## src/rtl/cnn_pkg.sv

```systemverilog
`default_nettype none
// ============================================================================
// Module   : cnn_pkg
// Brief    : Shared frame geometry, pixel/window types and sizing helper for
//            the CNN front-end blocks.
// Revision : 1.0 - initial release
// ============================================================================
package cnn_pkg;

    localparam int DATA_W     = 8;
    localparam int IMG_HEIGHT = 28;
    localparam int IMG_WIDTH  = 28;
    localparam int OUT_H      = IMG_HEIGHT - 2;
    localparam int OUT_W      = IMG_WIDTH - 2;
    localparam int WIN_SIZE   = 9;

    typedef logic [DATA_W-1:0]     pixel_t;
    typedef pixel_t [WIN_SIZE-1:0] window_t;

    // Counter width for a range of n values; never narrower than one bit.
    function automatic int cnt_width(input int n);
        return (n > 1) ? $clog2(n) : 1;
    endfunction

endpackage
`default_nettype wire

```

## src/rtl/cnn_line_buffer.sv

```systemverilog
`default_nettype none
// ============================================================================
// Module   : cnn_line_buffer
// Brief    : One image row of pixel storage, asynchronous read and synchronous
//            write at the same column, so a read returns the pre-write value.
// Revision : 1.0 - initial release
// ============================================================================
module cnn_line_buffer
    import cnn_pkg::*;
#(
    parameter  int DEPTH  = cnn_pkg::IMG_WIDTH,
    parameter  int DATA_W = cnn_pkg::DATA_W,
    localparam int ADDR_W = cnt_width(DEPTH)
) (
    input  logic              clk,
    input  logic              wr_en,
    input  logic [ADDR_W-1:0] addr,
    input  logic [DATA_W-1:0] wr_data,
    output logic [DATA_W-1:0] rd_data
);

    logic [DATA_W-1:0] r_mem [DEPTH];

    assign rd_data = r_mem[addr];

    always_ff @(posedge clk) begin
        if (wr_en) begin
            r_mem[addr] <= wr_data;
        end
    end

endmodule
`default_nettype wire

```

## src/rtl/conv_window_gen.sv

```systemverilog
`default_nettype none
// ============================================================================
// Module   : conv_window_gen
// Brief    : Streaming 3x3 stride-1 window generator over a raster pixel
//            stream, two line buffers plus a shifting 3x3 register window.
//            Optional stall counter port enabled by CONV_WINDOW_GEN_STALL_CNT_EN.
// Revision : 1.0 - initial release
// ============================================================================
module conv_window_gen
    import cnn_pkg::*;
#(
    parameter  int IMG_HEIGHT = cnn_pkg::IMG_HEIGHT,
    parameter  int IMG_WIDTH  = cnn_pkg::IMG_WIDTH,
    parameter  int DATA_W     = cnn_pkg::DATA_W,
    // A 3-pixel dimension has a single output position; keep one bit there.
    localparam int ROW_W      = cnt_width(IMG_HEIGHT - 2),
    localparam int COL_W      = cnt_width(IMG_WIDTH - 2)
) (
    input  logic                  clk,
    input  logic                  rst_n,
    input  logic                  clear,
    input  logic [DATA_W-1:0]     pix_in,
    input  logic                  pix_valid,
    output logic                  pix_ready,
    output logic [9*DATA_W-1:0]   win_data,
    output logic [ROW_W-1:0]      win_row,
    output logic [COL_W-1:0]      win_col,
    output logic                  win_valid,
    input  logic                  win_ready,
    output logic                  win_last
`ifdef CONV_WINDOW_GEN_STALL_CNT_EN
    ,
    output logic [31:0]           stall_cnt
`endif
);

    localparam int OUT_H   = IMG_HEIGHT - 2;
    localparam int OUT_W   = IMG_WIDTH - 2;
    localparam int R_CNT_W = cnt_width(IMG_HEIGHT);
    localparam int C_CNT_W = cnt_width(IMG_WIDTH);

    logic [R_CNT_W-1:0]                r_row_cnt;
    logic [C_CNT_W-1:0]                r_col_cnt;
    logic [WIN_SIZE-1:0][DATA_W-1:0]   r_win;
    logic [WIN_SIZE-1:0][DATA_W-1:0]   w_win_next;
    logic                              r_win_valid;
    logic                              r_win_last;
    logic [ROW_W-1:0]                  r_win_row;
    logic [COL_W-1:0]                  r_win_col;

    logic                              w_accept;
    logic                              w_fire;
    logic                              w_lb_we;
    logic                              w_col_end;
    logic                              w_row_end;
    logic                              w_emit;
    logic [DATA_W-1:0]                 w_lb0_rd;
    logic [DATA_W-1:0]                 w_lb1_rd;

    assign pix_ready = !r_win_valid || win_ready;
    assign w_accept  = pix_valid && pix_ready;
    assign w_fire    = r_win_valid && win_ready;
    assign w_lb_we   = w_accept && rst_n && !clear;

    assign w_col_end = (r_col_cnt == C_CNT_W'(OUT_W + 1));
    assign w_row_end = (r_row_cnt == R_CNT_W'(OUT_H + 1));
    assign w_emit    = (r_row_cnt >= R_CNT_W'(2)) && (r_col_cnt >= C_CNT_W'(2));

    // lb0 holds the previous row, lb1 the row before it.
    cnn_line_buffer #(
        .DEPTH   (IMG_WIDTH),
        .DATA_W  (DATA_W)
    ) u_lb0 (
        .clk     (clk),
        .wr_en   (w_lb_we),
        .addr    (r_col_cnt),
        .wr_data (pix_in),
        .rd_data (w_lb0_rd)
    );

    cnn_line_buffer #(
        .DEPTH   (IMG_WIDTH),
        .DATA_W  (DATA_W)
    ) u_lb1 (
        .clk     (clk),
        .wr_en   (w_lb_we),
        .addr    (r_col_cnt),
        .wr_data (w_lb0_rd),
        .rd_data (w_lb1_rd)
    );

    always_comb begin
        w_win_next = r_win;
        for (int i = 0; i < 3; i++) begin
            w_win_next[3*i]     = r_win[3*i+1];
            w_win_next[3*i + 1] = r_win[3*i+2];
        end
        w_win_next[2] = w_lb1_rd;
        w_win_next[5] = w_lb0_rd;
        w_win_next[8] = pix_in;
    end

    // The window register doubles as the output stage: a pixel is only
    // accepted when the current window is absent or being consumed.
    always_ff @(posedge clk) begin
        if (!rst_n) begin
            r_row_cnt   <= '0;
            r_col_cnt   <= '0;
            r_win       <= '0;
            r_win_valid <= 1'b0;
            r_win_last  <= 1'b0;
            r_win_row   <= '0;
            r_win_col   <= '0;
        end else if (clear) begin
            r_row_cnt   <= '0;
            r_col_cnt   <= '0;
            r_win_valid <= 1'b0;
            r_win_last  <= 1'b0;
            r_win_row   <= '0;
            r_win_col   <= '0;
        end else begin
            if (w_fire) begin
                r_win_valid <= 1'b0;
                r_win_last  <= 1'b0;
            end
            if (w_accept) begin
                r_win <= w_win_next;
                if (w_col_end) begin
                    r_col_cnt <= '0;
                    r_row_cnt <= w_row_end ? '0 : r_row_cnt + R_CNT_W'(1);
                end else begin
                    r_col_cnt <= r_col_cnt + C_CNT_W'(1);
                end
                if (w_emit) begin
                    r_win_valid <= 1'b1;
                    r_win_last  <= w_row_end && w_col_end;
                    r_win_row   <= ROW_W'(r_row_cnt - R_CNT_W'(2));
                    r_win_col   <= COL_W'(r_col_cnt - C_CNT_W'(2));
                end
            end
        end
    end

    assign win_data  = r_win;
    assign win_valid = r_win_valid;
    assign win_last  = r_win_last;
    assign win_row   = r_win_row;
    assign win_col   = r_win_col;

`ifdef CONV_WINDOW_GEN_STALL_CNT_EN
    logic [31:0] r_stall_cnt;

    always_ff @(posedge clk) begin
        if (!rst_n || clear) begin
            r_stall_cnt <= '0;
        end else if (r_win_valid && !win_ready && (r_stall_cnt != '1)) begin
            r_stall_cnt <= r_stall_cnt + 32'd1;
        end
    end

    assign stall_cnt = r_stall_cnt;
`endif

endmodule
`default_nettype wire

```

## config.mk

```make
export PLATFORM = sky130hd
export DESIGN_NAME = conv_window_gen
export DESIGN_NICKNAME = d
export VERILOG_FILES = /design/src/rtl/cnn_pkg.sv /design/src/rtl/cnn_line_buffer.sv /design/src/rtl/conv_window_gen.sv
export SDC_FILE = /design/constraint.sdc
export NUM_CORES = 1
export LEC_CHECK = 0
export CORE_MARGIN = 2
export CORE_UTILIZATION = 51
export CTS_CLUSTER_DIAMETER = 120
export DETAILED_ROUTE_END_ITERATION = 8
export GPL_TIMING_DRIVEN = 0
export PLACE_DENSITY = 0.74
export SLEW_MARGIN = 20
export SYNTH_ARGS = -nofsm -noshare
export SYNTH_HDL_FRONTEND = slang
export SYNTH_HIERARCHICAL = 1
export SYNTH_SLANG_ARGS = --single-unit
export TNS_END_PERCENT = 50
```

## constraint.sdc

```tcl
create_clock -name clk -period 3.9 [get_ports clk]
set_input_delay 0.78 -clock clk [delete_from_list [all_inputs] [get_ports clk]]
set_output_delay 0.78 -clock clk [all_outputs]
set_load 0.02 [all_outputs]
```

# Word-level counts from Yosys, hierarchy flattened
# Memory sizes are Yosys's and may differ from the RTL's. A register that Yosys moved wholly into a read port is not among the register bits.
# Index checks and enable logic that the tools add are counted.
word_totals:
  ramBits: 448
  out_inout_bits: 85
  ff_bits: 86
  memories: 2
  wordCells: 52
memory_table:
  columns: ["memory", "depth", "word_bits", "rd", "rd_ports_with_merged_regs", "write_ports", "line", "rtl"]
  rows:
  - ["u_lb0.r_mem", 28, 8, 1, 1, 1, "cnn_line_buffer.sv:22", "logic [DATA_W-1:0] r_mem [DEPTH];"]
  - ["u_lb1.r_mem", 28, 8, 1, 1, 1, "cnn_line_buffer.sv:22", null]
op_classes:
  reduce_logical: 14
  eq_ne: 2
  mux: 12
  order_cmp: 2
  add_sub_neg: 4
  bitwise: 2
op_table:
  columns: ["cell", "count"]
  rows:
  - ["$mux 5", 4]
  - ["$add 5x1->5 const B", 2]
  - ["$eq 5x5->1 const B", 2]
  - ["$ge 5x2->1 const B", 2]
  - ["$sub 5x2->5 const B", 2]
  - ["$mux 1", 8]
  - ["$logic_and 1x1->1", 6]
  - ["$reduce_and 2->1", 3]
  - ["$logic_not 1->1", 3]
  - ["$not 1->1", 2]
  - ["$reduce_or 2->1", 1]
  - ["$logic_or 1x1->1", 1]

# Longest topological paths before layout
logic_depth:
  ltp_word: 7
  ltp_mapped: 9

# Modules after synthesis
# Netlist, hierarchy kept.
modules_own_cells:
  columns: ["module", "area_each_um2", "cells_each", "seq_area_each_um2", "instances"]
  rows:
  - ["cnn_line_buffer", 8799.7, 454, 6726.5, 2]
  - ["conv_window_gen", 3794.9, 446, 1881.8, 1]

# Least setup slack after synthesis
# OpenSTA, ideal clock, no wires.
synth_path:
  path_kind: "input to register"
  startpoint: "input win_ready"
  endpoint: "memory u_lb0.r_mem[4][0], enable pin"
  path_buffers: 4
  slack_ns: 0.620
  arrival_ns: 2.897
  stages: 9
  path_cell_list: "nand2b_1 buf_4 and3b_1 buf_2 buf_2 and2_1 or3b_1 clkbuf_1 nor3_1"
synth_via:
  elab_chain_cells: 6
synth_rtl:
  columns: ["element", "line", "rtl"]
  rows:
  - ["start: declaration", "conv_window_gen.sv:29", "input logic win_ready,"]
  - ["$logic_or 1x1->1", "conv_window_gen.sv:60", "assign pix_ready = !r_win_valid || win_ready;"]
  - ["named net pix_ready", "conv_window_gen.sv:24", "output logic pix_ready,"]
  - ["$logic_and 1x1->1", "conv_window_gen.sv:61", "assign w_accept = pix_valid && pix_ready;"]
  - ["$logic_and 1x1->1 (2 in a row)", "conv_window_gen.sv:63", "assign w_lb_we = w_accept && rst_n && !clear;"]
  - ["named net w_lb_we", "conv_window_gen.sv:53", "logic w_lb_we;"]
  - ["$mux 1", "cnn_line_buffer.sv:27", "if (wr_en) begin"]
  - ["$mux 1 (not written as such)", "cnn_line_buffer.sv:28", "r_mem[addr] <= wr_data;"]
  - ["end: declaration", "cnn_line_buffer.sv:22", null]
# The timed path passes the listed nets, and every way through them passes these cells.

# Worst setup path in the final report
layout_path:
  startpoint: "input win_ready"
  endpoint: "memory u_lb1.r_mem[8][1], enable pin"
layout_via:
  elab_chain_cells: 6
layout_rtl:
  columns: ["element", "line"]
  rows:
  - ["$logic_or 1x1->1", "conv_window_gen.sv:60"]
  - ["$logic_and 1x1->1", "conv_window_gen.sv:61"]
  - ["$logic_and 1x1->1 (2 in a row)", "conv_window_gen.sv:63"]
  - ["named net w_lb_we", "conv_window_gen.sv:53"]
  - ["$mux 1", "cnn_line_buffer.sv:27"]
  - ["$mux 1 (not written as such)", "cnn_line_buffer.sv:28"]
  - ["end: declaration", "cnn_line_buffer.sv:22"]
# The timed path passes the listed nets, and every way through them passes these cells.

==> reports/results.tsv <==
stage	metric	value	unit
setup_path	Worst EP required	4120	ps
route	Remaining DRCs	0	
route	post-route ant nets	0	
logic_synthesis	area leader, netlist	edfxtp_1	
route	Initial DRC Count	1230	
route	drt wl/cell	23.00	um
placement	port bufs	96	
route	final WL	48310	um
clocking	Post-CTS Setup Bufs	0	
setup_path	R2R Path Start	r_col_cnt[2]	
sta	Setup Viol. Count Final	24	
route	vias	12380	
global_route	total track usage	22.27	%
sta	slew margin rel.	26.03	%
sta	measured slew at the worst slew-check pin	1110	ps
logic_synthesis	Synth Area per Inst	15.80	um2
pwr	Int Power	0.009361	W
die	Top Ports	98	
sta	final worst path period share	100.6	%
final_layout	Area Overhead vs Synth	16.82	%
die	die height	208.8	um
final_layout	Final #Nets	1536	
sta	RSZ-0062 raised after global routing	yes	
route	post-DR vias/cell	5.894	
die	placement row count	75	
logic_synthesis	ys flop type	edfxtp_1	
sta	setup tns final	-296.1	ps
logic_synthesis	syn nets	1375	
run	max-cap violation count	0	
setup_path	FF-to-FF path depth	7	
pwr	register share of total power	53.6	%
sta	fmax	255.0	MHz
setup_path	Worst R2R Setup Slack	330	ps
status	run status	complete, but fails checks	
logic_synthesis	Mapped Area	21390	um2
min_path	WHS Endpoint	win_row[1]	
clocking	CTS clock-pin slew for the worst setup and hold paths	60	ps
final_layout	layout cell share with drive strength beyond 1	16.66	%
min_path	Worst Hold Depth	2	
setup_path	Crit Path Max Fanout	10	
sta	Tmin final	3921	ps
sta	Slew Viols, Final	0	
clocking	clk sinks	542	
logic_synthesis	FF+latch count, synth	542	
placement	Inst Count DP	1998	
status	failing checks	setup timing	
pwr	PD cells	471.5	nW/um2
clocking	H-tree Lvls	2	
clocking	Clk Latency, worst-skew pair	600	ps
logic_synthesis	synth top area cells	edfxtp_1, dfxtp_1, mux4_2, mux2i_1, nand2_1	
setup_path	CP arrival	4140	ps
die	Die Width	208.8	um
logic_synthesis	share of the synthesized area in the top cell type	62.88	%
pwr	Max IR drop VDD	392.3	uV
final_layout	Post-Layout Cell Count	2100	
pwr	switch share	20.55	%
final_layout	highest-count cells in the layout ignoring fill and taps	edfxtp_1, nand2_1, mux2i_1, dfxtp_1, clkdlybuf4s50_1	
pwr	Tot Pwr	0.01178	W
sta	hold_ws	459.6	ps
clocking	CTS tree	yes	
min_path	Hold WC Path Type	reg2reg	
min_path	Hold Crit Start	win_row[1]	
global_route	Remaining Overflow, GRT	0	
final_layout	filler cell count in the final layout	3041	
clocking	CTS root buf	clkbuf_16	
pwr	Net Sw Power	0.002422	W
setup_path	CP endpoint kind	flop	
pwr	leakage power	7.759	nW
setup_path	Crit Path Class	in2reg	
sta	Worst Skew	22.32	ps
route	First-pass DRT Iterations	6	
die	core area	41670	um2
logic_synthesis	Post-Syn Instances	1354	
clocking	clk buf depth	3	
final_layout	commonest non-fill, non-tap cell in the layout	edfxtp_1	
pwr	clock power share	42.3	%
pwr	combinational power share	4.1	%
global_route	initial antenna violation count	0	
sta	Fin. Hold Viols	0	
clocking	cts bufs inserted	54	
logic_synthesis	ys async rst share	0	%
setup_path	FF-to-FF End	u_lb1/r_mem[12][2]	
logic_synthesis	Post-synth EDFFs	448	
final_layout	Util after Layout	59.99	%
logic_synthesis	register area share after synthesis	71.68	%
placement	GPL Wtd Cong	0.8872	
logic_synthesis	Warnings, synthesis	6	
global_route	largest net degree at the start of global routing	30	
global_route	vias in the first global route	12260	
global_route	global-route wire length before repair	73750	um
placement	Detail Placement HPWL	31820	um
logic_synthesis	Synth cell types	45	
setup_path	Startpoint Class	primary input	
final_layout	n_diodes	0	
die	Initial Utilization	51.35	%
sta	fin worst setup slack	-21.48	ps
die	Die ar.	43600	um2
[state kept, by name, summed over array words and instances (netlist names)]
signal and cells:
win_last 1, u_lb1/r_mem 224, r_row_cnt 5, win_valid 1
win_col 5, u_lb0/r_mem 224, win_data 72, win_row 5
r_col_cnt 5
[timing repair]
item                       CTS  global route
hold buffers                 0             0
gates resized for setup      1            23
pin swaps                    0             0
setup endpoints to repair   46           355
[routing by layer]
layer	vias up	GRT usage, %	wire length [um]	share of wire, %
met5	-	0	0	0
met4	0	6.232	1305	2.7
met2	508	35.61	23010	48
met1	6252	31.41	20230	42
met3	102	4.524	3768	7.8
li1	5516	-	-	-
[worst max-delay path, stage by stage]
cell	delay, ps
clkdlybuf4s50_1	460
nand2b_1	100
buf_4	180
and3b_1	170
buf_2	300
buf_2	290
and2_1	440
or3b_1	390
clkbuf_1	320
nor2_1	690
[Yosys cell counts, types with 6 or more instances]
cell,count
buf_2,38
a221oi_1,12
mux2i_1,94
nor3_1,22
edfxtp_1,448
nand3_1,8
buf_6,9
nand2b_1,6
buf_4,10
inv_1,11
or3b_1,6
dfxtp_1,94
or3_1,8
nand2_1,201
o21ai_1,20
and2_1,8
a22oi_1,24
nand4_1,25
a21oi_1,10
clkbuf_1,24
mux4_2,68
ha_1,8
o22ai_1,6
a211oi_1,7
nor2_1,53
a21boi_0,72
nand3b_1,9
a31oi_1,8
nor2b_1,13
[power by group through the flow]
stage,sequential [W],clock [W],combinational (W)
after detailed placement,0.00644,0,0.000485
final,0.00632,0.00498,0.000484
after floorplan,0.00646,0,0.000247
after global placement,0.00644,0,0.000457
after global routing,0.00631,0.00531,0.000516
after CTS,0.00632,0.00507,0.000487
[through the flow]
stage,cell area (um2),setup slack (ps)
4_1_cts,24950,-29.64
3_5_place_dp,23230,-666.5
3_3_place_gp,23030,-1001
2_1_floorplan,21390,619.9
5_1_grt,24990,-146.0
6_report,24990,-21.48
[cell type report]
type,count,area [um2],share of cell area [%]
Multi-Input combinational cell,717,5712,22.85
Sequential cell,542,15340,61.36
Tap cell,539,674.4,2.698
Inverter,11,41.29,0.1652
Buffer,84,469.2,1.877
Clock inverter,26,172.7,0.6909
Timing Repair Buffer,105,1040,4.160
Clock buffer,76,1548,6.193
[cell families after synthesis]
family / Yosys count / share of synthesized area (%)
XOR/XNOR: 4 / 0.1637
multiplexers: 164 / 11.66
buffers and inverters: 95 / 2.380
flip-flops: 542 / 71.68
adder cells (fa/ha/maj): 8 / 0.4679
AND/OR/NAND/NOR: 373 / 8.118
AO/OA/AOI/OAI: 168 / 5.533
[worst max-delay path by stage]
stage | from | endpoint | slack, ps | cells past startpoint
after floorplan | win_ready | u_lb0/r_mem[4][0] | 620 | 9
after global placement | rst_n | u_lb0/r_mem[4][5] | -1000 | 7
after detailed placement | rst_n | u_lb1/r_mem[0][5] | -670 | 7
after CTS | rst_n | u_lb1/r_mem[4][3] | -30 | 7
after global routing | win_ready | u_lb1/r_mem[8][7] | -150 | 10
final | win_ready | u_lb1/r_mem[8][1] | -20 | 10
No activity file was read; power rests on OpenSTA's default activity.
